<file path="config.mk">
export PLATFORM = sky130hd
export DESIGN_NAME = mat_result_drain
export DESIGN_NICKNAME = d
export VERILOG_FILES = /design/src/rtl/mat_result_drain.sv
export SDC_FILE = /design/constraint.sdc
export NUM_CORES = 1
export LEC_CHECK = 0
export CORE_MARGIN = 4
export CORE_UTILIZATION = 30
export DETAILED_ROUTE_END_ITERATION = 10
export PLACE_DENSITY = 0.53
export SYNTH_ARGS = -nofsm -noshare
export SYNTH_HDL_FRONTEND = slang
export SYNTH_SLANG_ARGS = --single-unit
</file>
<file path="constraint.sdc">
create_clock -name clk -period 5.3 [get_ports clk]
set_input_delay 1.06 -clock clk [delete_from_list [all_inputs] [get_ports clk]]
set_output_delay 1.06 -clock clk [all_outputs]
set_load 0.01 [all_outputs]
</file>
<file path="src/rtl/mat_result_drain.sv">
// Streams a ROWS x COLS result matrix out of the accumulator buffer onto a valid/ready port.
// A 2-entry FIFO hides the 1-cycle read latency; reads are credit-limited so it never overflows.
module mat_result_drain #(
    parameter int DATA_W = 32,
    parameter int ROWS   = 4,
    parameter int COLS   = 4,
    parameter int ADDR_W = 8
) (
    input  logic              clk,
    input  logic              rst,
    input  logic              start,
    input  logic              col_major,
    input  logic [ADDR_W-1:0] base_addr,
    output logic              mem_rd_en,
    output logic [ADDR_W-1:0] mem_rd_addr,
    input  logic [DATA_W-1:0] mem_rd_data,
    output logic              out_valid,
    input  logic              out_ready,
    output logic [DATA_W-1:0] out_data,
    output logic              out_line_last,
    output logic              out_last,
    output logic              busy,
    output logic              done
);

    localparam int TOTAL = ROWS * COLS;
    localparam int CNT_W = $clog2(TOTAL + 1);
    localparam int R_W   = $clog2(ROWS + 1);
    localparam int C_W   = $clog2(COLS + 1);

    localparam logic [1:0] ST_IDLE  = 2'd0;
    localparam logic [1:0] ST_RUN   = 2'd1;
    localparam logic [1:0] ST_FLUSH = 2'd2;

    logic [1:0]        state_r;
    logic              col_major_r;
    logic [ADDR_W-1:0] base_r;
    logic [R_W-1:0]    row_r;
    logic [C_W-1:0]    col_r;
    logic [CNT_W-1:0]  issued_r;
    logic              inflight_r;
    logic              infl_line_r;
    logic              infl_last_r;
    logic [DATA_W-1:0] fifo_data_r [2];
    logic [1:0]        fifo_line_r;
    logic [1:0]        fifo_last_r;
    logic              wr_ptr_r;
    logic              rd_ptr_r;
    logic [1:0]        count_r;
    logic              done_r;

    logic              pop_s;
    logic              issue_s;
    logic              row_end_s;
    logic              col_end_s;
    logic              line_last_s;
    logic              last_s;
    logic [ADDR_W-1:0] offset_s;

    // Issue credit: free FIFO slots minus the read still returning, plus the slot freed by this cycle's pop.
    always_comb begin
        pop_s   = (count_r != 2'd0) && out_ready;
        issue_s = 1'b0;
        if (state_r == ST_RUN) begin
            issue_s = ({1'b0, count_r} + {2'b00, inflight_r}) < (3'd2 + {2'b00, pop_s});
        end else begin
            issue_s = 1'b0;
        end
        row_end_s   = (row_r == R_W'(ROWS - 1));
        col_end_s   = (col_r == C_W'(COLS - 1));
        line_last_s = col_major_r ? row_end_s : col_end_s;
        last_s      = (issued_r == CNT_W'(TOTAL - 1));
        offset_s    = ADDR_W'(row_r) * ADDR_W'(COLS) + ADDR_W'(col_r);
    end

    assign mem_rd_en     = issue_s;
    assign mem_rd_addr   = base_r + offset_s;
    assign out_valid     = (count_r != 2'd0);
    assign out_data      = fifo_data_r[rd_ptr_r];
    assign out_line_last = fifo_line_r[rd_ptr_r];
    assign out_last      = fifo_last_r[rd_ptr_r];
    assign busy          = (state_r != ST_IDLE);
    assign done          = done_r;

    // Drain sequencing: latch the run setup, walk the element counters, finish on the last transfer.
    always_ff @(posedge clk) begin
        if (rst) begin
            state_r     <= ST_IDLE;
            col_major_r <= 1'b0;
            base_r      <= {ADDR_W{1'b0}};
            row_r       <= {R_W{1'b0}};
            col_r       <= {C_W{1'b0}};
            issued_r    <= {CNT_W{1'b0}};
            done_r      <= 1'b0;
        end else begin
            done_r <= 1'b0;
            case (state_r)
                ST_IDLE: begin
                    if (start) begin
                        col_major_r <= col_major;
                        base_r      <= base_addr;
                        row_r       <= {R_W{1'b0}};
                        col_r       <= {C_W{1'b0}};
                        issued_r    <= {CNT_W{1'b0}};
                        state_r     <= ST_RUN;
                    end
                end
                ST_RUN: begin
                    if (issue_s) begin
                        issued_r <= issued_r + CNT_W'(1);
                        if (col_major_r) begin
                            if (row_end_s) begin
                                row_r <= {R_W{1'b0}};
                                col_r <= col_r + C_W'(1);
                            end else begin
                                row_r <= row_r + R_W'(1);
                            end
                        end else begin
                            if (col_end_s) begin
                                col_r <= {C_W{1'b0}};
                                row_r <= row_r + R_W'(1);
                            end else begin
                                col_r <= col_r + C_W'(1);
                            end
                        end
                        if (last_s) begin
                            state_r <= ST_FLUSH;
                        end
                    end
                end
                ST_FLUSH: begin
                    if (pop_s && out_last) begin
                        state_r <= ST_IDLE;
                        done_r  <= 1'b1;
                    end
                end
                default: begin
                    state_r <= ST_IDLE;
                end
            endcase
        end
    end

    // Read-return capture into the 2-entry FIFO; tags travel with the read issued one cycle earlier.
    always_ff @(posedge clk) begin
        if (rst) begin
            inflight_r     <= 1'b0;
            infl_line_r    <= 1'b0;
            infl_last_r    <= 1'b0;
            fifo_data_r[0] <= {DATA_W{1'b0}};
            fifo_data_r[1] <= {DATA_W{1'b0}};
            fifo_line_r    <= 2'b00;
            fifo_last_r    <= 2'b00;
            wr_ptr_r       <= 1'b0;
            rd_ptr_r       <= 1'b0;
            count_r        <= 2'd0;
        end else begin
            inflight_r  <= issue_s;
            infl_line_r <= line_last_s;
            infl_last_r <= last_s;
            if (inflight_r) begin
                fifo_data_r[wr_ptr_r] <= mem_rd_data;
                fifo_line_r[wr_ptr_r] <= infl_line_r;
                fifo_last_r[wr_ptr_r] <= infl_last_r;
                wr_ptr_r              <= ~wr_ptr_r;
            end
            if (pop_s) begin
                rd_ptr_r <= ~rd_ptr_r;
            end
            count_r <= count_r + {1'b0, inflight_r} - {1'b0, pop_s};
        end
    end

endmodule

</file>
==> results by stage <==
Timing:
- Setup violations remaining at the end of the flow were counted as 0.
- The worst path in the final design needs a cycle of 4.088 ns, including I/O delays and setup.
- Timing would allow up to 244.6 MHz.
- Setup total negative slack on the finished layout was measured at 0 ns.
- The count of final hold-check violations came to 0.
- The worst clock skew on the final layout is 0.005695 ns.
- At the pin with the least slew margin, the transition time is 0.8489 ns.
- Setup repair after global routing left no endpoint under its margin.
- The portion of the clock cycle consumed by the worst path in the final layout is 77.14%.
- The headroom to the max-slew limit is 43.41%.
- The number of pins with negative max-slew slack in the final report was 0.

Power and ir drop:
- The switching power as a share of total power is 26.52%.
- Overall power consumption after layout is estimated at 0.002056 W.
- Of the total power, registers draw 45.8%.
- Internal power comes to 0.001511 W.
- The proportion of power drawn by combinational gates is 22.2%.
- The reported net switching power is 0.0005453 W.
- The leakage component of the power is 2.330 nW.
- Power spread over the standard cell area amounts to 340.0 nW/µm².
- The power share of the clock group is 32.0%.
- Across the VDD grid, the largest voltage drop is 0.1329 mV.

Synth:
- The dominant register cell in the synthesized netlist is sky130_fd_sc_hd__edfxtp_1.
- In this run, synthesis inferred 64 flip-flops with an integrated enable.
- The sequential area share after synthesis is 56.53%.
- Counting distinct cell types in the post-synthesis netlist gives 49.
- In the post-synthesis netlist, the biggest area contributors are sky130_fd_sc_hd__edfxtp_1 41%, sky130_fd_sc_hd__dfxtp_1 15%, sky130_fd_sc_hd__and2_1 8.6%, sky130_fd_sc_hd__mux2_2 7.3%, sky130_fd_sc_hd__ha_1 4.6%.
- After synthesis, the share of flip-flops with an asynchronous set or reset is 0%.
- The count of yosys warnings during synthesis is 0.
- The post-synth net total is 448.
- Synthesis produced 384 cells.
- The mapped netlist covers 4639 µm².
- The synthesized design devotes to its leading area cell type 41.42% of total area.
- After synthesis the netlist holds a flip-flop and latch count of 99.
- By count the netlist is led by 64 x sky130_fd_sc_hd__and2_1, 64 x sky130_fd_sc_hd__edfxtp_1, 35 x sky130_fd_sc_hd__dfxtp_1.
- The top cell type by total area after synthesis is sky130_fd_sc_hd__edfxtp_1.
- In this run the mean area of a mapped cell was 12.08 µm².

Setup path:
- The critical path class is register to output port.
- The endpoint of the worst register-to-register path is row_r[2]$_SDFFE_PP0P_.
- Across all register-to-register paths, the minimum setup slack is 3.33 ns.
- The largest fanout of any net on the critical path is 3.
- STA classifies the critical path endpoint as an output port.
- In this run the worst setup path terminates at mem_rd_addr[7].
- The source of the critical timing path is row_r[0]$_SDFFE_PP0P_.
- Data on the critical path is required at its endpoint by 4.24 ns.
- The startpoint kind of the worst setup timing path is a register.
- The worst register-to-register path has a depth of 6.
- At the worst endpoint, the arrival time is 3.03 ns.
- In this run the critical register-to-register path is launched from inflight_r$_SDFF_PP0_.

Hold path:
- The class of the worst hold path is register to register.

Floorplan:
- Once the floorplan was initialized, standard cells occupied 30.52% of the core.
- The floorplan step set the die height to 132.4 µm.
- The horizontal extent of the die is 132.4 µm.
- The floorplan step defined a die boundary enclosing 17520 µm².
- After floorplanning, the core was sized to cover 15200 µm².
- 91 I/O pins were placed.
- The count of standard-cell rows is 45.

Final layout:
- The filler cells instantiated in the layout total 1474.
- The total inserted antenna cells is 0.
- The relative area change from synthesis to final layout is 30.34%.
- In the final design database the tool counted 536 nets.
- After the flow finishes, the layout carries non-filler instances totaling 665.
- Cells with a size suffix above 1 make up 13.00% of the layout.

Clocking:
- The clock net sink count is 99.
- The number of buffers added by the clock tree synthesis step is 9.
- The buffers inserted during post-CTS setup optimization is 0.
- After clock tree synthesis, the clock-pin slew on the worst setup and hold paths is 0.07 ns.
- TritonCTS built the clock tree.
- In this run the deepest clock path goes through 2 buffers.
- For this design, the CTS-stage hold fixing added 0 buffers.
- Once the clock tree was built, the resizer swapped 0 gates to a different size.
- The clock tree root driver cell is sky130_fd_sc_hd__clkbuf_16.
- The H-tree level count is 3.
- The clock reaches the later pin of the worst-skew pair after 0.34 ns.

Status:
- The flow ran to the end, and the final reports show no timing, DRC or antenna violations.

Job:
- The tool flagged a number of max-cap violations equal to 0.

Placed design:
- The routability-driven placement congestion ratio is 0.8232.
- The detailed-placement wirelength estimate is 6988 µm.
- Port buffering added 90 buffers.
- The number of placed instances, taps included, is 649.

Drt:
- Once detail routing completed, the nets flagged for antenna violations numbered 0.
- The detail-routed net length per standard cell is 15.21 µm.
- For this block, the routed nets add up to 10110 µm of wire.
- The final routed DRC violation total is 0.
- Using the TritonRoute via totals, the vias-per-cell ratio works out to 4.660.
- The number of search-and-repair iterations in the first detailed-routing pass is 4.
- The via count is 3099.
- The number of design-rule violations left by the first detailed-router iteration is 123.

GRT:
- The number of global-route vias before repair is 3287.
- The number of antenna violations at the first check in global routing came to 0.
- Global routing consumed, over all layers together, 11.85% of the routing resources.
- Global routing finished with a remaining overflow of 0.
- The pin count of the biggest net entering global routing is 33.
- The wire length of the first global-routing pass is 16680 µm.
-- layout by cell type, fill, tap and decap left out, drive strengths merged, types with 4 or more instances in the layout --
cell,count
a21oi,21
a22o,4
and2,64
buf,5
clkbuf,9
clkdlybuf4s50,90
clkinv,4
dfxtp,35
edfxtp,64
ha,17
inv,16
mux2,34
nand2,28
nand2b,6
nand3,6
nor2,11
nor2b,5
nor3b,5
o211ai,6
o21ai,4
xnor2,6
-- per-layer routing --
layer  vias to the layer above  wire length, µm  GRT usage [%]
li1                       1528                -              -
met1                      1491             4599          14.71
met2                        69             4929          20.28
met3                        11              439          2.595
met4                         0              146          4.273
met5                         -                0              0
-- worst min-delay path by stage --
stage / from / to / cells after the start
floorplan: base_r[2]$_SDFFE_PP0P_ / base_r[2]$_SDFFE_PP0P_ / 2
global placement: base_r[2]$_SDFFE_PP0P_ / base_r[2]$_SDFFE_PP0P_ / 2
detailed placement: base_r[4]$_SDFFE_PP0P_ / base_r[4]$_SDFFE_PP0P_ / 2
CTS: base_r[4]$_SDFFE_PP0P_ / base_r[4]$_SDFFE_PP0P_ / 2
global route: base_r[2]$_SDFFE_PP0P_ / base_r[2]$_SDFFE_PP0P_ / 2
finish: base_r[2]$_SDFFE_PP0P_ / base_r[2]$_SDFFE_PP0P_ / 2
-- registers in the layout, indices dropped and copies added, names as in the netlist, named ones only --
name         count
base_r           8
col_major_r      1
col_r            3
count_r          2
done             1
fifo_data_r     64
fifo_last_r      2
fifo_line_r      2
infl_last_r      1
infl_line_r      1
inflight_r       1
issued_r         5
rd_ptr_r         1
row_r            3
state_r          2
wr_ptr_r         1
-- stage by stage --
stage	hold WS, ns	area, µm²	utilization, %	worst slack (ns)
final	0.4628	6047	39.78	1.212
after detailed placement	0.4544	5744	37.79	1.467
after global routing	0.4891	6047	39.78	0.9866
after CTS	0.4641	6047	39.78	1.191
after global placement	0.4467	5744	37.79	1.488
after floorplan	0.4363	4639	-	2.146
-- cell families after synthesis --
logic type / synth area share, %
AOI/OAI and AO/OA: 6.446
xor gates and xnor gates: 1.699
adders and majority gates: 5.448
buffers and inverters: 3.101
DFF: 56.53
muxes: 8.900
and+or+nand+nor: 17.88
-- power groups by stage --
| stage | logic [W] | clock network (W) | registers, W |
|---|---|---|---|
| 2_1_floorplan | 0.000281 | 0 | 0.000918 |
| 3_3_place_gp | 0.000460 | 0 | 0.000961 |
| 3_5_place_dp | 0.000461 | 0 | 0.000963 |
| 4_1_cts | 0.000465 | 0.000681 | 0.000945 |
| 5_1_grt | 0.000496 | 0.000713 | 0.000952 |
| 6_report | 0.000457 | 0.000658 | 0.000941 |
-- critical path, cell delays in order, from the launching register on --
cell                              delay (ns)
sky130_fd_sc_hd__dfxtp_1                0.36
sky130_fd_sc_hd__inv_1                  0.08
sky130_fd_sc_hd__fa_1                   0.50
sky130_fd_sc_hd__inv_1                  0.07
sky130_fd_sc_hd__fa_1                   0.45
sky130_fd_sc_hd__a21o_1                 0.20
sky130_fd_sc_hd__a211oi_1               0.24
sky130_fd_sc_hd__nor2_1                 0.08
sky130_fd_sc_hd__xor2_1                 0.14
sky130_fd_sc_hd__clkdlybuf4s50_1        0.56
-- final cells by class --
type / instances / area, µm² / share of cell area, %
multi-input combinational: 252 / 1891 / 31.26
tap: 188 / 235.2 / 3.890
clock inverter: 7 / 77.57 / 1.283
clock buffer: 9 / 225.2 / 3.724
inverter: 15 / 56.30 / 0.9311
timing repair buffer: 95 / 938.4 / 15.52
sequential: 99 / 2624 / 43.39
Power figures use the tool's default switching activity.
==> edit 1: new RTL, same flow settings <==
The parameter `DATA_W` goes from 32 to 36.
--- a/src/rtl/mat_result_drain.sv
+++ b/src/rtl/mat_result_drain.sv
@@ -3,3 +3,3 @@
 module mat_result_drain #(
-    parameter int DATA_W = 32,
+    parameter int DATA_W = 36,
     parameter int ROWS   = 4,
Ports: changed (resized mem_rd_data and out_data); port bits go from 91 to 99. No check against the original RTL was run, so the function may have changed too.
==> edit 1 against the original RTL <==
  * Wire length is 8.6% higher
  * Sequential share of layout area is 0.91 points higher
  * Design area is 6.9% higher
  * Sequential cell count is 8 higher
  * Register-to-register slack better by 0.07 ns
  * Utilization is 0.48 points higher
  * Power is 5.5% higher
  * Worst hold slack worse by 0.0042 ns
  * Setup slack worse by 0.0031 ns
  * Synthesized area is 7.3% higher
==> edit 1: results (changes against the original RTL) <==
- R2R cell count: 6 (unchanged)
- Fillers: 1,540 (+4.5%)
- Sequential share of the synthesized area: 57.53% (+1.0 points)
- Antenna violations before repair: 1 (+1)
- Final GP Congestion: 0.7991 (-2.9%)
- Initial DRC count: 165 (+34%)
- Maximum VDD drop: 0.1501 mV (+13%)
- Worst slew margin: 37.68% (-5.7 points)
- Largest net degree at the start of global routing: 39 (+18%)
- Pleak: 2.466 nW (+5.8%)
- EDFF count, synth: 72 (+13%)
- Synth top area cells: edfxtp_1 (43%), dfxtp_1 (14%), and2_1 (9.1%)
- Worst Path Arrival: 3.03 ns (about the same)
- Commonest cells post-synth: and2_1 (72), edfxtp_1 (72), mux2_2 (38), dfxtp_1 (35), nand2_1 (28)
- Layout cells sized above 1: 13.69% (+0.69 points)
- Vias in the first global route: 3,466 (+5.4%)
- Place WS: 1.451 ns (-0.01660 ns)
- Cell variety after synth: 48 (-2.0%)
- Vias: 3,294 (+6.3%)
- Drt pass-1 iters: 6 (+2)
- Async SR Flop Fraction: 0% (unchanged)
- Syn nets: 474 (+5.8%)
- Clk_skew: 0.004793 ns (-0.0009020 ns)
- Crit-path max cell delay: around 0.57 ns
- Cells after DPL: 705 (+8.6%)
- Syn avg cell area: 12.26 sq um (+1.4%)
- Fin nets: 568 (+6.0%)
- Top Registers: fifo_data_r: 72 flops, base_r: 8 flops, issued_r: 5 flops
- All-Layer GR Usage: 12.26% (+0.41 points)
- Total routed wirelength: 10.98 mm (+8.6%)
- Wirelength per Cell: 15.25 microns (+0.29%)
- Status: finished clean
- Dpl hpwl: 7.236 mm (+3.5%)
- PortBufs: 98 (+8.9%)
- DP Area: 0.006182 sq mm (+7.6%)
- First-pass GRT wire length: 17.66 mm (+5.9%)
-- edit 1: cell types whose count changed in the layout (fill, tap and decap cells not counted), sizes merged --
cell and change:
and2 +8, clkbuf +1, clkdlybuf4s50 +8, clkinv -2
edfxtp +8, mux2 +4
-- edit 1: power breakdown --
group | internal [mW] | switching [mW] | total (mW)
clock network | 0.363 | 0.294 | 0.657
registers | 0.955 | 0.0638 | 1.02
logic | 0.285 | 0.208 | 0.493
-- edit 1: cells by family (layout without fill, tap and decap cells) --
logic type / after synthesis / after routing / share of synthesized area, %
buf+inv: 35 / 133 / 3.118
fa+ha+maj: 19 / 19 / 5.079
simple gates: 151 / 151 / 17.48
flops: 107 / 107 / 57.53
compound gates: 44 / 44 / 6.010
xor+xnor: 9 / 9 / 1.584
mux: 41 / 41 / 9.203
-- edit 1: final timing paths --
check	slack, ns	from	to
max reg2reg	3.40	inflight_r	row_r[2]
min	0.46	base_r[2]	base_r[2]
min reg2reg	0.46	base_r[2]	base_r[2]
max	1.21	row_r[0]	mem_rd_addr[7]
-- edit 1: area by class of cell --
class	count	area, sq um	area share (%)
clock inverter	5	53.80	0.8322
multi-input combinational	264	1973	30.52
sequential	107	2864	44.30
inverter	15	56.30	0.8709
tap	216	270.3	4.180
clock buffer	10	229.0	3.542
timing repair buffer	103	1018	15.75
-- edit 1: worst register-to-register path, delay by kind of cell (launching register included) --
kind	cells	cell delay, ns
fa+ha+maj	2	0.51
compound gates	2	0.50
simple gates	2	0.41
flops	1	0.38
-- edit 1: layer usage --
layer | track usage, % | up-vias | wire length [microns]
li1 | - | 1617 | -
met1 | 14.71 | 1586 | 4878
met2 | 21.08 | 77 | 5365
met3 | 3.051 | 12 | 568
met4 | 4.878 | 2 | 162
met5 | 0 | - | 7
==> edit 2: new RTL, config.mk and constraints unchanged <==
Without the edit above. Make the reset (`rst`) asynchronous in 2 clocked blocks.
--- a/src/rtl/mat_result_drain.sv
+++ b/src/rtl/mat_result_drain.sv
@@ -85,3 +85,3 @@
     // Drain sequencing: latch the run setup, walk the element counters, finish on the last transfer.
-    always_ff @(posedge clk) begin
+    always_ff @(posedge clk or posedge rst) begin
         if (rst) begin
@@ -144,3 +144,3 @@
     // Read-return capture into the 2-entry FIFO; tags travel with the read issued one cycle earlier.
-    always_ff @(posedge clk) begin
+    always_ff @(posedge clk or posedge rst) begin
         if (rst) begin
Behaviour: differs if rst is asserted again (counterexample within 4 cycles, from zero or initial values and one cycle with rst high); with rst held inactive, the same outputs for 10 cycles.
==> edit 2 against the original RTL <==
  * Synthesized area increased by 1.9%
  * Setup slack better by 0.081 ns
  * Design area increased by 0.99%
  * Clock power shrank 6.8%
  * Power shrank 3.3%
  * Wire length decreased by 5.1%
  * Utilization grew 0.10 points
  * Sequential cell count is 1 lower
  * Critical path type unchanged
==> edit 2: results (changes against the original RTL) <==
- Commonest cells post-synth: mux2_2 (109), dfrtp_1 (98), ha_1 (17), buf_2 (12), nand2_1 (12)
- Hold_sp: infl_line_r
- Fin nets: 497 (-7.3%)
- Largest net degree at the start of global routing: 70 (+110%)
- Met2 wire length: 4.765 mm (-3.3%)
- CTS H-tree depth: 3 (unchanged)
- Pleak: 2.542 nW (+9.1%)
- Dpl hpwl: 6.509 mm (-6.9%)
- R2R cell count: 6 (unchanged)
- Status: finished clean
- Worst Hold Slack: 0.5006 ns (+0.03778 ns)
- DRT met1 WL: 4.224 mm (-8.2%)
- M2 GR Usage: 19.64% (-0.64 points)
- Syn nets: 410 (-8.5%)
- Async SR Flop Fraction: 100.0% (+100 points)
- First-pass GRT wire length: 16.34 mm (-2.0%)
- Sequential share of the synthesized area: 51.87% (-4.7 points)
- Worst Path Arrival: 2.95 ns (-0.08 ns)
- Wirelength per Cell: 14.82 microns (-2.6%)
- CP max-delay cell: fa_1
- Worst r2r dst: col_r[2]
- Met3 Wirelength: 502 microns (+14%)
- Cts hold-fix bufs: 0 (unchanged)
- All-Layer GR Usage: 11.43% (-0.42 points)
- Grt met1 use: 13.45% (-1.3 points)
- Vias in the first global route: 3,283 (-0.12%)
- Worst R2R Setup Slack: 3.25 ns (-0.08 ns)
- Cell variety after synth: 43 (-12%)
- M3 GR Usage: 4.192% (+1.6 points)
- Reg-to-Reg Start: inflight_r
- Max FO, Critical Path: 4 (+1)
- Layout cells sized above 1: 31.81% (+19 points)
- Worst hold stages: 1 (-1)
- Final GP Congestion: 0.7890 (-4.2%)
- Initial DRC count: 60 (-51%)
- Crit-path max cell delay: 0.56 ns (about the same)
- Vias: 2,970 (-4.2%)
- Beginning of the critical path: row_r[0]
- Worst slew margin: 25.90% (-18 points)
- Clk_skew: 0.006764 ns (+0.001069 ns)
- Post-CTS setup buffers: 0 (unchanged)
- Maximum VDD drop: 0.1599 mV (+20%)
- Fillers: 1,476 (+0.14%)
- Worst Hold End: fifo_line_r[1]
- Synth top area cells: dfrtp_1 (52%), mux2_2 (26%), ha_1 (4.5%)
[edit 2: cell count changes after synthesis, moves of 15 or more]
cell      before  now
dfrtp_1        0   98
a21oi_1       20    5
dfxtp_1       35    0
mux2_2        30  109
nand2_1       28   12
and2_1        64    0
edfxtp_1      64    0
[edit 2: kinds of logic after synthesis]
logic type               share of synthesized area, %
AO/OA/AOI/OAI                                   4.075
AND/OR/NAND/NOR                                 6.272
XOR/XNOR                                        1.667
buffers and inverters                           2.699
flip-flops                                      51.87
adder cells (fa/ha/maj)                         5.345
multiplexers                                    28.08
[edit 2: where the power goes]
| part | switching [mW] | internal, mW | total (mW) |
|---|---|---|---|
| clock network | 0.282 | 0.331 | 0.613 |
| logic | 0.180 | 0.322 | 0.502 |
| registers | 0.0846 | 0.788 | 0.873 |
[edit 2: worst max path at each step]
stage / slack, ns / cells after the start / endpoint
finish: 1.29 / 8 / mem_rd_addr[7]
global route: 1.07 / 8 / mem_rd_addr[7]
CTS: 1.22 / 8 / mem_rd_addr[7]
detailed placement: 1.53 / 5 / mem_rd_en
global placement: 1.55 / 5 / mem_rd_en
floorplan: 1.68 / 1 / base_r[0]
[edit 2: stage by stage]
step | instances | cell area, sq um | worst slack [ns] | util [%]
finish | 648 | 6107 | 1.293 | 39.88
global route | 648 | 6107 | 1.071 | 39.88
floorplan | 346 | 4728 | 1.678 | -
global placement | 633 | 5828 | 1.551 | 38.06
detailed placement | 633 | 5828 | 1.532 | 38.06
CTS | 648 | 6107 | 1.219 | 39.88
[edit 2: layout make-up]
cell class	instances	area share, %
clock buffers	10	3.913
clock inverters	5	0.6556
inverters	11	0.7171
multi-input cells	222	35.34
flip-flops and latches	98	40.18
well taps	211	4.323
repair buffers	91	14.87
